## src/rtl/perclos_alarm_ctrl.sv

```systemverilog
// perclos_alarm_ctrl: per-frame fatigue sequencer for both eyes.
// Learns an open-eye baseline height per eye, classifies each valid frame
// as closed/open, keeps a sliding PERCLOS window of closed frames, and
// drives a pulsed buzzer while in ALARM with a minimum hold time.
// Optional feature macro: PERCLOS_RECAL_EN (recal pulse restarts calibration).
module perclos_alarm_ctrl #(
  parameter int CALIB_FRAMES = 16,
  parameter int WIN          = 32,
  parameter int CLOSE_TH     = 12,
  parameter int CLOSE_SHIFT  = 2,
  parameter int BEEP_HALF    = 12_500_000,
  parameter int HOLD_FRAMES  = 30
) (
  input  logic        module_clk,
  input  logic        module_rst_n,
  input  logic [10:0] lcd_pixel_xpos,
  input  logic [10:0] lcd_pixel_ypos,
  input  logic [10:0] eye1_high,
  input  logic [10:0] eye2_high,
  input  logic [10:0] eye1_wide,
  input  logic [10:0] eye2_wide,
  input  logic        recal,
  output logic        beep,
  output logic        calib_done,
  output logic [6:0]  perclos_cnt,
  output logic [1:0]  state
);

  localparam logic [1:0] ST_CALIB   = 2'd0;
  localparam logic [1:0] ST_MONITOR = 2'd1;
  localparam logic [1:0] ST_ALARM   = 2'd2;

  localparam int CW = $clog2(CALIB_FRAMES + 1);
  localparam int HW = $clog2(HOLD_FRAMES + 1);
  localparam int BW = $clog2(BEEP_HALF + 1);

  logic           at_origin, prev_origin, tick_q;
  logic           recal_hit;
  logic [10:0]    base1, base2;
  logic [WIN-1:0] win;
  logic [CW-1:0]  calib_cnt;
  logic [HW-1:0]  hold_cnt, hold_nx;
  logic [BW-1:0]  beep_cnt;
  logic [13:0]    h1_sh, h2_sh;
  logic           closed, frame_go;
  logic [6:0]     cnt_next;

`ifdef PERCLOS_RECAL_EN
  assign recal_hit = recal;
`else
  // Port kept for pin compatibility; calibration only follows reset.
  logic recal_unused;
  assign recal_unused = recal;
  assign recal_hit    = 1'b0;
`endif

  assign at_origin = (lcd_pixel_xpos == 11'd0) && (lcd_pixel_ypos == 11'd0);

  // Rising-edge detect of the frame origin, registered into a one-cycle tick.
  always_ff @(posedge module_clk or negedge module_rst_n) begin
    if (!module_rst_n) begin
      prev_origin <= 1'b0;
      tick_q      <= 1'b0;
    end else begin
      prev_origin <= at_origin;
      tick_q      <= at_origin && !prev_origin;
    end
  end

  // Frame classification and next window count; widened so no shifted bits are lost.
  always_comb begin
    h1_sh    = 14'(eye1_high) << CLOSE_SHIFT;
    h2_sh    = 14'(eye2_high) << CLOSE_SHIFT;
    closed   = (h1_sh < 14'(base1)) && (h2_sh < 14'(base2));
    frame_go = tick_q && (eye1_wide != 11'd0) && (eye2_wide != 11'd0) && !recal_hit;
    cnt_next = perclos_cnt + {6'd0, closed} - {6'd0, win[WIN-1]};
    hold_nx  = (hold_cnt == HW'(HOLD_FRAMES)) ? hold_cnt : hold_cnt + 1'b1;
  end

  // Main sequencer: calibration, PERCLOS window, alarm hold and buzzer cadence.
  always_ff @(posedge module_clk or negedge module_rst_n) begin
    if (!module_rst_n) begin
      state       <= ST_CALIB;
      beep        <= 1'b0;
      calib_done  <= 1'b0;
      perclos_cnt <= 7'd0;
      base1       <= 11'd0;
      base2       <= 11'd0;
      win         <= '0;
      calib_cnt   <= '0;
      hold_cnt    <= '0;
      beep_cnt    <= '0;
    end else if (recal_hit) begin
      state       <= ST_CALIB;
      beep        <= 1'b0;
      calib_done  <= 1'b0;
      perclos_cnt <= 7'd0;
      base1       <= 11'd0;
      base2       <= 11'd0;
      win         <= '0;
      calib_cnt   <= '0;
      hold_cnt    <= '0;
      beep_cnt    <= '0;
    end else begin
      // Free-running buzzer cadence while alarmed; frame events below override it.
      if (state == ST_ALARM) begin
        if (beep_cnt == BW'(BEEP_HALF - 1)) begin
          beep_cnt <= '0;
          beep     <= ~beep;
        end else begin
          beep_cnt <= beep_cnt + 1'b1;
        end
      end
      if (frame_go) begin
        case (state)
          ST_CALIB: begin
            if (eye1_high > base1) base1 <= eye1_high;
            if (eye2_high > base2) base2 <= eye2_high;
            calib_cnt <= calib_cnt + 1'b1;
            if (calib_cnt == CW'(CALIB_FRAMES - 1)) begin
              state      <= ST_MONITOR;
              calib_done <= 1'b1;
            end
          end
          ST_MONITOR: begin
            win         <= {win[WIN-2:0], closed};
            perclos_cnt <= cnt_next;
            if (cnt_next >= 7'(CLOSE_TH)) begin
              state    <= ST_ALARM;
              hold_cnt <= '0;
              beep     <= 1'b1;
              beep_cnt <= '0;
            end
          end
          ST_ALARM: begin
            win         <= {win[WIN-2:0], closed};
            perclos_cnt <= cnt_next;
            hold_cnt    <= hold_nx;
            // A still-high count keeps the alarm even once the hold has expired.
            if ((hold_nx >= HW'(HOLD_FRAMES)) && (cnt_next < 7'(CLOSE_TH))) begin
              state    <= ST_MONITOR;
              beep     <= 1'b0;
              beep_cnt <= '0;
            end
          end
          default: state <= ST_CALIB;
        endcase
      end
    end
  end

endmodule

```

## config.mk

```make
export PLATFORM = sky130hd
export DESIGN_NAME = perclos_alarm_ctrl
export DESIGN_NICKNAME = d
export VERILOG_FILES = /design/src/rtl/perclos_alarm_ctrl.sv
export SDC_FILE = /design/constraint.sdc
export NUM_CORES = 1
export LEC_CHECK = 0
export ABC_AREA = 0
export BUFFER_PORTS_ARGS = -buffer_cell sky130_fd_sc_hd__buf_2
export CORE_MARGIN = 5
export CORE_UTILIZATION = 39
export CTS_BUF_LIST = sky130_fd_sc_hd__clkbuf_16
export DETAILED_ROUTE_END_ITERATION = 6
export RECOVER_POWER = 50
export SETUP_SLACK_MARGIN = 0.4
export SLEW_MARGIN = 40
export SYNTH_ARGS = -nofsm -noshare
export SYNTH_HDL_FRONTEND = slang
export SYNTH_SLANG_ARGS = --single-unit
```

## constraint.sdc

```tcl
create_clock -name module_clk -period 4.2 [get_ports module_clk]
set_clock_uncertainty 0.1 [all_clocks]
set_input_delay 0.42 -clock module_clk [delete_from_list [all_inputs] [get_ports module_clk]]
set_output_delay 0.42 -clock module_clk [all_outputs]
set_load 0.005 [all_outputs]
```

==> flow_metrics.tcl <==
set metrics [dict create \
    status "complete, but fails checks" \
    violations "capacitance limit, slew limit, setup timing" \
    syn_inst 529 \
    hold_class "input port to flip-flop" \
    crit_slowest_cell "dfrtp_1" \
    crit_chain "inv_2 > ha_4 > a21o_1 > a211oi_2 > o211ai_1 > a21oi_2 > o41ai_4 > ha_1 > inv_2 > ha_4 > fa_2 > a211oi_4 > o21ba_4 > o32ai_4 > nor4b_4 > buf_6 > a21oi_4 > nor3b_4 > mux2_4" \
    endpoint "state[1]" \
    drc_errors 0 \
    area_delta_synth_final_pct 25.3 \
    ys_ff_latch 101 \
    final_cells 842 \
    p_total_w 0.00192 \
    cts_hold_buf 0 \
    avgSynthCellArea_um2 10.8 \
    ir_drop_uv 195 \
    r2r_cells 19 \
    clk_latency_ps 350 \
    synth.top_cells.by_area "dfrtp_1 44%, ha_1 12%, mux2_2 11%" \
    seqCellArea_um2 2530 \
    ys.flop_type "dfrtp_1" \
    yosysSeqAreaShare_pct 44.2 \
    cts_sinks 101 \
    min_period_ps 4340 \
    grt_pass1_wl_um 21300 \
    dp_cells 820 \
    viasPerCell 5.11 \
    syn_area_um2 5720 \
    hold_viol 0 \
    wl_per_cell_um 14.5 \
    yosysTopAreaCell "dfrtp_1" \
    vias 4303 \
    critPathLaunch "base2[6]" \
    p_per_area_nw_per_um2 268 \
    grt_max_degree 75 \
    nFillCells 1336 \
    wl_um 12200 \
    final_cell_mix "101 x dfrtp_1, 77 x buf_2, 56 x mux2_2" \
    port_buffers 78 \
    r2r_slack_ps -140 \
    max_slew.worst_pin.slew_ps 1910 \
    synth-edff-count 0 \
    core_area_um2 14500 \
    diodes 0 \
    post-place-ws_ps -367 \
    synth_top_area_share_pct 44.2 \
    max_freq_mhz 230 \
    timing.rr.end "state[1]" \
    drive_gt1_share_pct 36.6 \
    critPathKind "flip-flop to flip-flop" \
    start_util_pct 39.5 \
    rows 44 \
    cts_buffer_depth 2 \
    async_reset_ff_share_pct 100 \
    numCtsBuffers 9 \
    gp_routability_congestion 0.824 \
    drtIter0Drc 184 \
    hpwlAfterDp_um 9010 \
    timing.critical_path.buf_inv 3 \
    slew_viol_final 75 \
    rsz0062_at_grt "true" \
    grt_pass1_vias 4618 \
    cp-end-kind "flip-flop" \
    die_area_um2 17200 \
    holdWs_ps 143 \
    dr.pass1.iters 4 \
    synth.distinct_cells 57 \
    ys_warn_count 0 \
    root_buffer "clkbuf_16" \
    finalSetupViolCount 22 \
    r2r_start "base2[6]" \
    crit_cells 19 \
    grt_antenna_before_repair 0 \
    period_share_pct 103 \
    htree_levels 3 \
    path_clk_slew_ps 70 \
    crit_fanout 6 \
    p_leak_nw 3.43 \
    crit_path_start_kind "flip-flop" \
    slew_headroom_pct -27.2 \
    die_h_um 131 \
    drtAntennaViolNets 0 \
    critical-path-top-delay-family "compound AO/OA/AOI/OAI gates" \
    grt_util_all_layers_pct 14.6 \
    syn_nets 654 \
    slowest_delay_ps 390 \
    grt-ovfl-total 0 \
    arrival_ps 4470 \
    multiInputGateArea_um2 3200 \
    worstPathRequired_ps 4340 \
    maxCapViolCount 1 \
    cts_tree "done" \
    layout.nets 778 \
    die_w_um 131 \
    final_common_cell "dfrtp_1" \
    layout_setup_ws_ps -139 \
    ioPinCount 80 \
]
[layout make-up]
type                    count  area share (%)
multi-input cells         380            44.6
clock buffers               9            3.14
clock inverters             7           0.942
repair buffers            123            10.8
flip-flops and latches    101            35.2
well taps                 184            3.21
inverters                  38            1.99
[timing repair]
item / in CTS / in global routing
hold endpoints to repair: 0 / 0
pin swaps: 14 / 5
setup endpoints to repair: 32 / 33
setup buffers: 3 / 2
gates resized for setup: 31 / 5
gates cloned: 1 / 0
[worst min path at each step]
stage,start,endpoint,slack [ps],cells past startpoint
after global routing,lcd_pixel_xpos[8],prev_origin,130,2
after CTS,module_rst_n,base2[6],10,1
after floorplan,module_rst_n,base1[0],20,0
after global placement,prev_origin,tick_q,300,1
final,lcd_pixel_xpos[10],prev_origin,140,2
after detailed placement,prev_origin,tick_q,300,1
[metal layers]
layer | wire [um] | GRT usage [%] | part of all wire, %
met1 | 5380 | 18.4 | 44
met2 | 6260 | 24.9 | 51
met3 | 433 | 3.98 | 3.5
met4 | 137 | 3.52 | 1.1
met5 | 0 | 0 | 0
[through the flow]
step                      cell area [um^2]  TNS (ps)  util, %
final                                 7170     -1160     49.5
after global routing                  7170     -6820     49.5
after CTS                             7150     -1810     49.4
after detailed placement              6680     -6820     46.1
after global placement                6670     -4130     46.1
after floorplan                       5790         0        -
[where the power goes]
part	internal [W]	switching, W	total [W]
sequential	0.000972	0.00000000125	0.000972
clock	0.000460	0.000368	0.000828
combinational	0.0000578	0.0000643	0.000122
[synthesized netlist by cell type, types with 3 or more instances]
cell / count
a21oi_1: 12
xor2_1: 19
clkbuf_1: 4
nor3_1: 11
ha_1: 55
nand3_1: 13
o21ai_0: 14
a211oi_2: 3
mux2_2: 56
inv_1: 38
and2_1: 6
nand4_1: 19
a21o_1: 5
buf_2: 4
o21a_1: 7
nor4_1: 12
dfrtp_1: 101
xnor2_1: 9
and3_1: 8
nand2_1: 30
a211oi_1: 4
a22o_1: 3
nor2_1: 48
nor2b_1: 5
[cell families after synthesis]
| family | after synthesis | share of synthesized area (%) |
|---|---|---|
| flip-flops | 101 | 44.2 |
| AND/OR/NAND/NOR | 169 | 15.7 |
| XOR/XNOR | 28 | 4.29 |
| multiplexers | 58 | 11.5 |
| buffers and inverters | 48 | 3.37 |
| AO/OA/AOI/OAI | 69 | 8.70 |
| adder cells (fa/ha/maj) | 56 | 12.4 |
[flip-flops by register name (all words and copies together) (netlist names)]
signal / cells
win: 32
beep_cnt: 24
base1: 11
base2: 11
perclos_cnt: 7
calib_cnt: 5
hold_cnt: 5
state: 2
beep: 1
calib_done: 1
prev_origin: 1
tick_q: 1
Power figures use the tool's default switching activity.
